<file path="src/rtl/conv_stream_ctrl_if.sv">
// ---------------------------------------------------------------------------
// conv_stream_ctrl_if
// Purpose : bundles the image-RAM read port, the pixel path to/from the
//           convolution core and the cropped result stream of
//           conv_stream_ctrl into one interface.
// Signals :
//   mem_addr  [AW-1:0] pixel address into the synchronous image RAM
//   mem_rd_en          RAM read strobe
//   mem_data  [7:0]    RAM read data, valid 1 cycle after mem_rd_en
//   pxl_out   [7:0]    registered pixel towards the convolution core
//   conv_in   [7:0]    convolution result, 1 cycle after pxl_out
//   out_data  [7:0]    registered result
//   out_valid          result qualifier
//   out_eol            end-of-output-row flag (only together with out_valid)
// Modports: master = controller side, slave = RAM / conv core / sink side.
// ---------------------------------------------------------------------------
interface conv_stream_ctrl_if #(
    parameter int AW = 10
);
    logic [AW-1:0] mem_addr;
    logic          mem_rd_en;
    logic [7:0]    mem_data;
    logic [7:0]    pxl_out;
    logic [7:0]    conv_in;
    logic [7:0]    out_data;
    logic          out_valid;
    logic          out_eol;

    modport master (
        output mem_addr, mem_rd_en, pxl_out, out_data, out_valid, out_eol,
        input  mem_data, conv_in
    );

    modport slave (
        input  mem_addr, mem_rd_en, pxl_out, out_data, out_valid, out_eol,
        output mem_data, conv_in
    );
endinterface

</file>
<file path="src/rtl/conv_stream_ctrl.sv">
// ---------------------------------------------------------------------------
// conv_stream_ctrl
// Purpose : streams a DIM x DIM image out of a synchronous RAM, one pixel per
//           cycle, into a convolution core and qualifies the core's results.
//           A (row, col) tag travels alongside each pixel so that the result
//           stream can be cropped to the valid convolution window and flagged
//           at the end of each output row.
// Config  : `define CONV_STREAM_CTRL_CROP_EN to keep only results whose pixel
//           has row >= K-1 and col >= K-1; without it every pixel's result is
//           marked valid.
// Ports   :
//   clk    in   single clock, rising edge
//   reset  in   asynchronous active-high reset
//   start  in   frame-start request, honoured only when idle (and not aborted)
//   abort  in   cancels the frame in progress, no done pulse
//   bus    master modport of conv_stream_ctrl_if (RAM, conv core, results)
//   busy   out  high whenever the controller is not idle
//   done   out  1-cycle pulse, one cycle after the last result of a frame
// ---------------------------------------------------------------------------
module conv_stream_ctrl #(
    parameter int DIM = 28,
    parameter int K   = 5,
    parameter int AW  = 10
) (
    input  logic                clk,
    input  logic                reset,
    input  logic                start,
    input  logic                abort,
    conv_stream_ctrl_if.master  bus,
    output logic                busy,
    output logic                done
);

    localparam int            NPIX      = DIM * DIM;
    localparam int            CW        = (DIM > 2) ? $clog2(DIM) : 1;
    localparam logic [AW-1:0] LAST_ADDR = AW'(NPIX - 1);
    localparam logic [CW-1:0] LAST_COL  = CW'(DIM - 1);
    localparam logic [CW-1:0] FIRST_KEEP = CW'(K - 1);
    // Drain covers the three pipeline stages behind the last address plus
    // the output register: four cycles.
    localparam logic [2:0]    DRAIN_LAST = 3'd3;
`ifdef CONV_STREAM_CTRL_CROP_EN
    localparam bit            CROP_EN   = 1'b1;
`else
    localparam bit            CROP_EN   = 1'b0;
`endif

    typedef enum logic [1:0] {
        ST_IDLE  = 2'd0,
        ST_FETCH = 2'd1,
        ST_DRAIN = 2'd2,
        ST_DONE  = 2'd3
    } state_t;

    state_t        state_r;
    state_t        state_s;
    logic [2:0]    drain_r;
    logic [AW-1:0] addr_r;
    logic          rd_en_r;
    logic [CW-1:0] row_r;
    logic [CW-1:0] col_r;
    // Tag stages: [0] RAM data valid, [1] pxl_out valid, [2] conv_in valid.
    logic          tag_vld_r [3];
    logic [CW-1:0] tag_row_r [3];
    logic [CW-1:0] tag_col_r [3];
    logic [7:0]    pxl_r;
    logic [7:0]    out_data_r;
    logic          out_valid_r;
    logic          out_eol_r;
    logic          busy_r;
    logic          done_r;

    // Decides whether a tagged pixel's result belongs to the output stream.
    function automatic logic keep_pixel(input logic [CW-1:0] r, input logic [CW-1:0] c);
        return !CROP_EN || ((r >= FIRST_KEEP) && (c >= FIRST_KEEP));
    endfunction

    // State register.
    always_ff @(posedge clk or posedge reset) begin
        if (reset) begin
            state_r <= ST_IDLE;
        end else begin
            state_r <= state_s;
        end
    end

    // Next-state logic; start together with abort is ignored in IDLE.
    always_comb begin
        state_s = state_r;
        case (state_r)
            ST_IDLE: begin
                if (start && !abort) begin
                    state_s = ST_FETCH;
                end else begin
                    state_s = ST_IDLE;
                end
            end
            ST_FETCH: begin
                if (abort) begin
                    state_s = ST_IDLE;
                end else if (addr_r == LAST_ADDR) begin
                    state_s = ST_DRAIN;
                end else begin
                    state_s = ST_FETCH;
                end
            end
            ST_DRAIN: begin
                if (abort) begin
                    state_s = ST_IDLE;
                end else if (drain_r == DRAIN_LAST) begin
                    state_s = ST_DONE;
                end else begin
                    state_s = ST_DRAIN;
                end
            end
            ST_DONE: begin
                state_s = ST_IDLE;
            end
            default: begin
                state_s = ST_IDLE;
            end
        endcase
    end

    // Drain cycle counter, only advances while draining.
    always_ff @(posedge clk or posedge reset) begin
        if (reset) begin
            drain_r <= 3'd0;
        end else if ((state_r == ST_DRAIN) && !abort) begin
            drain_r <= drain_r + 3'd1;
        end else begin
            drain_r <= 3'd0;
        end
    end

    // Address generator with row/col counters that wrap at the line end.
    always_ff @(posedge clk or posedge reset) begin
        if (reset) begin
            addr_r  <= '0;
            rd_en_r <= 1'b0;
            row_r   <= '0;
            col_r   <= '0;
        end else if ((state_r == ST_IDLE) && (state_s == ST_FETCH)) begin
            addr_r  <= '0;
            rd_en_r <= 1'b1;
            row_r   <= '0;
            col_r   <= '0;
        end else if ((state_r == ST_FETCH) && (state_s == ST_FETCH)) begin
            addr_r  <= addr_r + AW'(1);
            rd_en_r <= 1'b1;
            if (col_r == LAST_COL) begin
                col_r <= '0;
                row_r <= row_r + CW'(1);
            end else begin
                col_r <= col_r + CW'(1);
            end
        end else begin
            rd_en_r <= 1'b0;
        end
    end

    // Tag pipeline following each issued address; abort empties it.
    always_ff @(posedge clk or posedge reset) begin
        if (reset) begin
            for (int i = 0; i < 3; i++) begin
                tag_vld_r[i] <= 1'b0;
                tag_row_r[i] <= '0;
                tag_col_r[i] <= '0;
            end
        end else begin
            if (abort) begin
                tag_vld_r[0] <= 1'b0;
                tag_vld_r[1] <= 1'b0;
                tag_vld_r[2] <= 1'b0;
            end else begin
                tag_vld_r[0] <= rd_en_r;
                tag_vld_r[1] <= tag_vld_r[0];
                tag_vld_r[2] <= tag_vld_r[1];
            end
            tag_row_r[0] <= row_r;
            tag_row_r[1] <= tag_row_r[0];
            tag_row_r[2] <= tag_row_r[1];
            tag_col_r[0] <= col_r;
            tag_col_r[1] <= tag_col_r[0];
            tag_col_r[2] <= tag_col_r[1];
        end
    end

    // Data path: RAM data into pxl_out, conv result into out_data.
    always_ff @(posedge clk or posedge reset) begin
        if (reset) begin
            pxl_r      <= 8'd0;
            out_data_r <= 8'd0;
        end else begin
            if (tag_vld_r[0]) begin
                pxl_r <= bus.mem_data;
            end else begin
                pxl_r <= pxl_r;
            end
            out_data_r <= bus.conv_in;
        end
    end

    // Result qualifiers and status flags.
    always_ff @(posedge clk or posedge reset) begin
        if (reset) begin
            out_valid_r <= 1'b0;
            out_eol_r   <= 1'b0;
            busy_r      <= 1'b0;
            done_r      <= 1'b0;
        end else begin
            out_valid_r <= !abort && tag_vld_r[2] && keep_pixel(tag_row_r[2], tag_col_r[2]);
            out_eol_r   <= !abort && tag_vld_r[2] && keep_pixel(tag_row_r[2], tag_col_r[2])
                           && (tag_col_r[2] == LAST_COL);
            busy_r      <= (state_s != ST_IDLE);
            done_r      <= (state_s == ST_DONE);
        end
    end

    // Abort must silence the strobes within the current cycle, so the
    // registered strobes are gated by it on the way out.
    assign bus.mem_addr  = addr_r;
    assign bus.mem_rd_en = rd_en_r && !abort;
    assign bus.pxl_out   = pxl_r;
    assign bus.out_data  = out_data_r;
    assign bus.out_valid = out_valid_r && !abort;
    assign bus.out_eol   = out_eol_r && !abort;
    assign busy          = busy_r;
    assign done          = done_r && !abort;

endmodule

</file>
<file path="src/flat_wrapper.sv">
// flat-port wrapper written by rule: the top's interface ports become plain ports
module conv_stream_ctrl_flat 
#(
    parameter int DIM = 28,
    parameter int K   = 5,
    parameter int AW  = 10
)
  (clk, reset, start, abort, busy, done, bus_mem_addr, bus_mem_rd_en, bus_pxl_out, bus_out_data, bus_out_valid, bus_out_eol, bus_mem_data, bus_conv_in);
  conv_stream_ctrl_if #(.AW(AW)) bus_i ();
  input  logic clk;
  input  logic reset;
  input  logic start;
  input  logic abort;
  output logic busy;
  output logic done;
  output wire logic [$bits(bus_i.mem_addr)-1:0] bus_mem_addr;
  output wire logic [$bits(bus_i.mem_rd_en)-1:0] bus_mem_rd_en;
  output wire logic [$bits(bus_i.pxl_out)-1:0] bus_pxl_out;
  output wire logic [$bits(bus_i.out_data)-1:0] bus_out_data;
  output wire logic [$bits(bus_i.out_valid)-1:0] bus_out_valid;
  output wire logic [$bits(bus_i.out_eol)-1:0] bus_out_eol;
  input wire logic [$bits(bus_i.mem_data)-1:0] bus_mem_data;
  input wire logic [$bits(bus_i.conv_in)-1:0] bus_conv_in;
  assign bus_mem_addr = bus_i.mem_addr;
  assign bus_mem_rd_en = bus_i.mem_rd_en;
  assign bus_pxl_out = bus_i.pxl_out;
  assign bus_out_data = bus_i.out_data;
  assign bus_out_valid = bus_i.out_valid;
  assign bus_out_eol = bus_i.out_eol;
  assign bus_i.mem_data = bus_mem_data;
  assign bus_i.conv_in = bus_conv_in;
  conv_stream_ctrl #(.DIM(DIM), .K(K), .AW(AW)) u_core (.clk(clk), .reset(reset), .start(start), .abort(abort), .bus(bus_i), .busy(busy), .done(done));
endmodule
</file>
<file path="config.mk">
export PLATFORM = sky130hd
export DESIGN_NAME = conv_stream_ctrl_flat
export DESIGN_NICKNAME = d
export VERILOG_FILES = /design/src/rtl/conv_stream_ctrl_if.sv /design/src/rtl/conv_stream_ctrl.sv /design/src/flat_wrapper.sv
export SDC_FILE = /design/constraint.sdc
export NUM_CORES = 1
export LEC_CHECK = 0
export ABC_AREA = 1
export BUFFER_PORTS_ARGS = -buffer_cell sky130_fd_sc_hd__buf_2
export CAP_MARGIN = 10
export CORE_AREA = 4 4 81 83
export CTS_BUF_LIST = sky130_fd_sc_hd__clkbuf_8
export CTS_CLUSTER_DIAMETER = 100
export CTS_CLUSTER_SIZE = 14
export DETAILED_ROUTE_END_ITERATION = 8
export DIE_AREA = 0 0 85 87
export PLACE_DENSITY = 0.73
export SETUP_SLACK_MARGIN = 0.1
export SLEW_MARGIN = 20
export SYNTH_ARGS = -nofsm -noshare
export SYNTH_HDL_FRONTEND = slang
export SYNTH_SLANG_ARGS = --single-unit
</file>
<file path="constraint.sdc">
create_clock -name clk -period 5.3 [get_ports clk]
set_clock_uncertainty 0.1 [all_clocks]
set_input_delay 0.795 -clock clk [delete_from_list [all_inputs] [get_ports clk]]
set_output_delay 0.795 -clock clk [all_outputs]
set_load 0.1 [all_outputs]
</file>
# [After elaboration in Yosys (flattened, before gate mapping)]
# Index checks and enable logic that the tools add are counted.
[totals] register_bits=59 input_bits=20 wordCells=58
[op_classes] add_sub_neg=3 eq_ne=9 mux=15 reduce_logical=14
[op_table] op="2-to-1 mux 10 bit" count=2
[op_table] op="2-to-1 mux 5 bit" count=3
[op_table] op="adder 10 x 1 -> 10 bit, second input constant" count=1
[op_table] op="equality test 10 bit, second input constant" count=1
[op_table] op="equality test 5 bit, second input constant" count=2
[op_table] op="logical AND 1 bit" count=10
[op_table] op="case mux 2 bit (4 select lines)" count=1
[op_table] op="equality test 2 bit, second input constant" count=3
[op_table] op="2-to-1 mux 2 bit" count=3
[op_table] op="2-to-1 mux 3 bit" count=2
[op_table] op="adder 5 x 1 -> 5 bit, second input constant" count=1
[op_table] op="equality test 2 x 1 -> 1 bit, second input constant" count=2
[op_table] op="2-to-1 mux 1 bit" count=4
[op_table] op="nonzero test 2 bit" count=2
[op_table] op="adder 3 x 1 -> 3 bit, second input constant" count=1
[op_table] op="equality test 3 x 2 -> 1 bit, second input constant" count=1
[op_table] op="logical NOT 2 bit" count=1
[op_table] op="logical NOT 1 bit" count=1

# [Longest topological paths before layout]
[depth] word_depth=8 mapped_depth=10 depth_no_buf=9

# [Least setup slack after synthesis]
# Ideal clock, no wire load.
[synth_path] kind="input-to-output" from="input abort" to="output bus_mem_rd_en" arrival_time_ps=2207 required_time_ps=4405 slack_ps=2198 cell_stages=2 n_path_buf=1 cell_sequence="buf_6 -> nor2_1"
[synth_between] elab_chain_len=2
[synth_lines] item="from (decl)" line_no="flat_wrapper.sv:13" rtl="input logic abort;"
[synth_lines] item="logical NOT 1 bit" line_no="conv_stream_ctrl.sv:223" rtl="assign bus.mem_rd_en = rd_en_r && !abort;"
[synth_lines] item="logical AND 1 bit" line_no="conv_stream_ctrl.sv:223"
[synth_lines] item="to (decl)" line_no="flat_wrapper.sv:17" rtl="output wire logic [$bits(bus_i.mem_rd_en)-1:0] bus_mem_rd_en;"
# Every way passes these cells.

# [Worst setup path after layout]
# Same ends and word-level chain as after synthesis.

==> run summary <==
The start point of the critical path is abort. The final critical-path share of the clock period came out at 0.4614. In the layout the commonest cells are sky130_fd_sc_hd__nand2_1, sky130_fd_sc_hd__dfrtp_1, sky130_fd_sc_hd__buf_2. The category of the worst setup path capture point is an output port.

Walking the worst path, the cells encountered are buf_2, nor2_1, buf_2. The remaining global-route overflow came out at 0. The critical path class is primary input to output port.

The total of cells resized after clock tree synthesis came out at 0. The clock transition at the register clock pins on the worst setup and hold paths after CTS is around 0.070 ns. Pin placement for this block handled 51 I/O pins.

The post-layout instance count excluding filler cells came out at 368. In this run the vertical extent of the chip is 87 um. The final routed wire length divided by cell count is 11.30 um. The biggest fanout along the worst timing path came out at 10. The initial antenna violation count was 0. The delay of the slowest cell on the worst path is around 0.44 ns. At the later pin of the worst-skew pair, clock insertion delay measures 0.33 ns. The total power divided by cell area is between 500 and 600 mW/mm2. The number of antenna diodes in the final layout is 0. The worst register-to-register path ends at u_core.bus.mem_addr[4]. Synthesis produced a netlist with a net count of 253. Counting buffers and inverters, the worst setup path is 3 cells deep.

Before antenna repair, the detailed router went through 4 iterations. For this block, the initial DRC count from the detailed router was 115. In this run the tightest slew margin relative to its limit is 0.6614. The transition time at the pin with the least slew margin came out at 0.5071 ns. The final count of pins violating max slew came out at 0.

The peak supply drop is slightly above 0.4 mV. Of all cell types, the one taking the most synthesized area is sky130_fd_sc_hd__dfrtp_1. The highest attainable clock frequency came out at 408.9 MHz. The number of warning messages in the yosys log came out at 0. The path class of the tightest hold or removal check is flip-flop to flip-flop.

The most critical setup path has its endpoint at bus_mem_rd_en. The count of unresolved DRC violations after routing is 0. The number of buffers inserted by port buffering came out at 50. The post-layout minimum cycle time is about 2.4 ns. The number of buffers added for setup after CTS came out at 0. The global-route wire length before repair came out at 7.155 mm. The net count of the finished layout is 312.

The required time of the critical path is 4.41 ns. Prior to clock tree synthesis, the placed netlist has a worst setup slack of approximately 2.9 ns. With fillers left out, the area of the finished cells amounts to 0.002856 mm2. Of the cells placed in the final design, the portion with a size suffix greater than 1 is 0.2662.

The number of failing hold endpoints at the final stage came to 0. The most frequent cell on the critical path is sky130_fd_sc_hd__buf_2. The cts-stage hold buffer count is 0. The critical path contains buffers and inverters numbering 2 combined. The buffer depth of the longest clock path came out at 2. The library cell used most frequently in the layout, excluding fill and tap cells, is sky130_fd_sc_hd__nand2_1. The CTS tree is done. The top-area cell type share of the netlist area came out at 0.6403.

The full die area is around 0.0074 mm2. For this run, the total global-route usage over all layers was measured as 0.1264. The count of standard-cell rows is 28. Dividing the detail-routed via count by the number of cells gives 4.418. The placed wire-length estimate after detailed placement came out at 2.899 mm. The startpoint type of the worst setup path is a primary input. Broken down by cell family, the worst path's largest delay share belongs to buffers and inverters.

The routed wire length came out at roughly 4.2 mm. The post-synthesis average cell area came out at around 10 um2. The unique cell type count in the Yosys netlist came out at 23. The placed instances occupy a cell area of between 0.002 and 0.003 mm2. The area growth from synthesis to final layout came out at 23.87%. In this run the clock root is driven by a sky130_fd_sc_hd__clkbuf_8. The fraction of the yosys area taken by sequential cells came out at 0.6403. In this run the register-to-register setup slack is 3.44 ns. The worst register-to-register path begins at u_core.bus.mem_addr[0]. The number of cells after detailed placement came out at 352. The number of cells produced by synthesis is 229. The post-synthesis instance area is 0.002306 mm2. Setup slack closes at 2.854 ns. The run finished with clean final reports.

The data arrival time of the critical path came out at ~1.6 ns. Across the run, the number of max-cap violations was 0. From left edge to right edge, the die measures 85 um.

In this run the static leakage power is around 1.6 nW. The area of the core came out at 0.005851 mm2. The total negative setup slack is 0 ns. For this configuration, the core starts out at a cell density of 0.3941. On the critical path, the stage with the largest delay is an instance of sky130_fd_sc_hd__buf_2. The detail route stage leaves a number of antenna-violating nets equal to 0. The pin count of the biggest net entering global routing came out at 36.

The count of endpoints failing setup in the final report is 0. Across all layers, the routed design uses 1626 vias. The number of global-route vias before repair came out at 1550. Yosys attributes the largest share of cell area to sky130_fd_sc_hd__dfrtp_1, sky130_fd_sc_hd__nand2_1, sky130_fd_sc_hd__inv_1. The final RePlAce weighted congestion is 0.7853. Setup repair after global routing left no endpoint under its margin. The total number of clock tree sinks is 59.

The number of cell instances on the worst register-to-register path came out at 9. The count of state elements after synthesis is 59. The TritonCTS buffer count came out at 9. The count of H-tree levels built during CTS came out at 3.
## worst min-delay path by stage
stage | cells after the start | slack, ns | endpoint | from
after floorplan | 0 | 0.23 | u_core.tag_col_r[0] | u_core.tag_col_r[5]
after global placement | 0 | 0.23 | u_core.tag_col_r[8] | u_core.tag_col_r[13]
after detailed placement | 0 | 0.23 | u_core.tag_col_r[3] | u_core.tag_col_r[8]
after CTS | 0 | 0.25 | u_core.tag_col_r[9] | u_core.tag_col_r[14]
after global routing | 0 | 0.25 | u_core.tag_col_r[9] | u_core.tag_col_r[14]
final | 0 | 0.25 | u_core.tag_col_r[9] | u_core.tag_col_r[14]
## flip-flops by register name, indices dropped and copies added, names as in the netlist
register	cells
u_core.tag_col_r	15
u_core.bus.mem_addr	10
u_core.bus.out_data	8
u_core.bus.pxl_out	8
u_core.col_r	5
u_core.drain_r	3
u_core.tag_vld_r	3
u_core.state_r	2
u_core.busy	1
u_core.done_r	1
u_core.out_eol_r	1
u_core.out_valid_r	1
u_core.rd_en_r	1
## cell families (layout without fill, tap and decap cells)
group           Yosys count  in the layout  share of synthesized area
simple gates            118            118                     0.2284
flops                    59             59                     0.6403
buf+inv                  34             98                    0.06185
compound gates            7              7                    0.02116
xor+xnor                  7              7                    0.02659
fa+ha+maj                 4              4                    0.02170
## power breakdown
group          leakage (nW)  switching [mW]  internal (mW)  total (mW)
sequential            0.776          0.0534          0.540       0.594
clock                 0.106           0.184          0.267       0.451
combinational         0.694           0.473         0.0869       0.560
## cells in the mapped netlist, drive strengths merged
library cell and n:
a21boi 1, a21oi 3, buf 2, clkbuf 1, clkinv 1, dfrtp 59
ha 4, inv 30, nand2 73, nand3 6, nand3b 2, nand4 9
nor2 22, nor3 3, nor4 1, o21ai 3, or2 2, xor2 7
## per-stage QoR
stage | util | total power [mW] | hold slack, ns
after global placement | 0.4497 | 1.155 | 0.2312
after CTS | 0.4882 | 1.625 | 0.2494
after global routing | 0.4882 | 1.689 | 0.2535
final | 0.4882 | 1.605 | 0.2468
after detailed placement | 0.4497 | 1.165 | 0.2347
after floorplan | - | 1.071 | 0.2312
## layer usage
layer / vias up / track usage / routed length [um]
li1: 825 / - / -
met1: 736 / 0.1676 / 1972
met2: 57 / 0.1801 / 1711
met5: - / 0 / 0
met3: 8 / 0.03974 / 394
met4: 0 / 0.07770 / 81
## layout make-up
type	count	area [um2]
Clock inverter	7	101.3
Tap cell	75	93.84
Sequential cell	59	1476
Clock buffer	9	123.9
Timing Repair Buffer	51	257.7
Multi-Input combinational cell	136	686.9
Inverter	31	116.4
Fill cell	540	2994
Note: power is estimated with default switching activity, not from simulation.
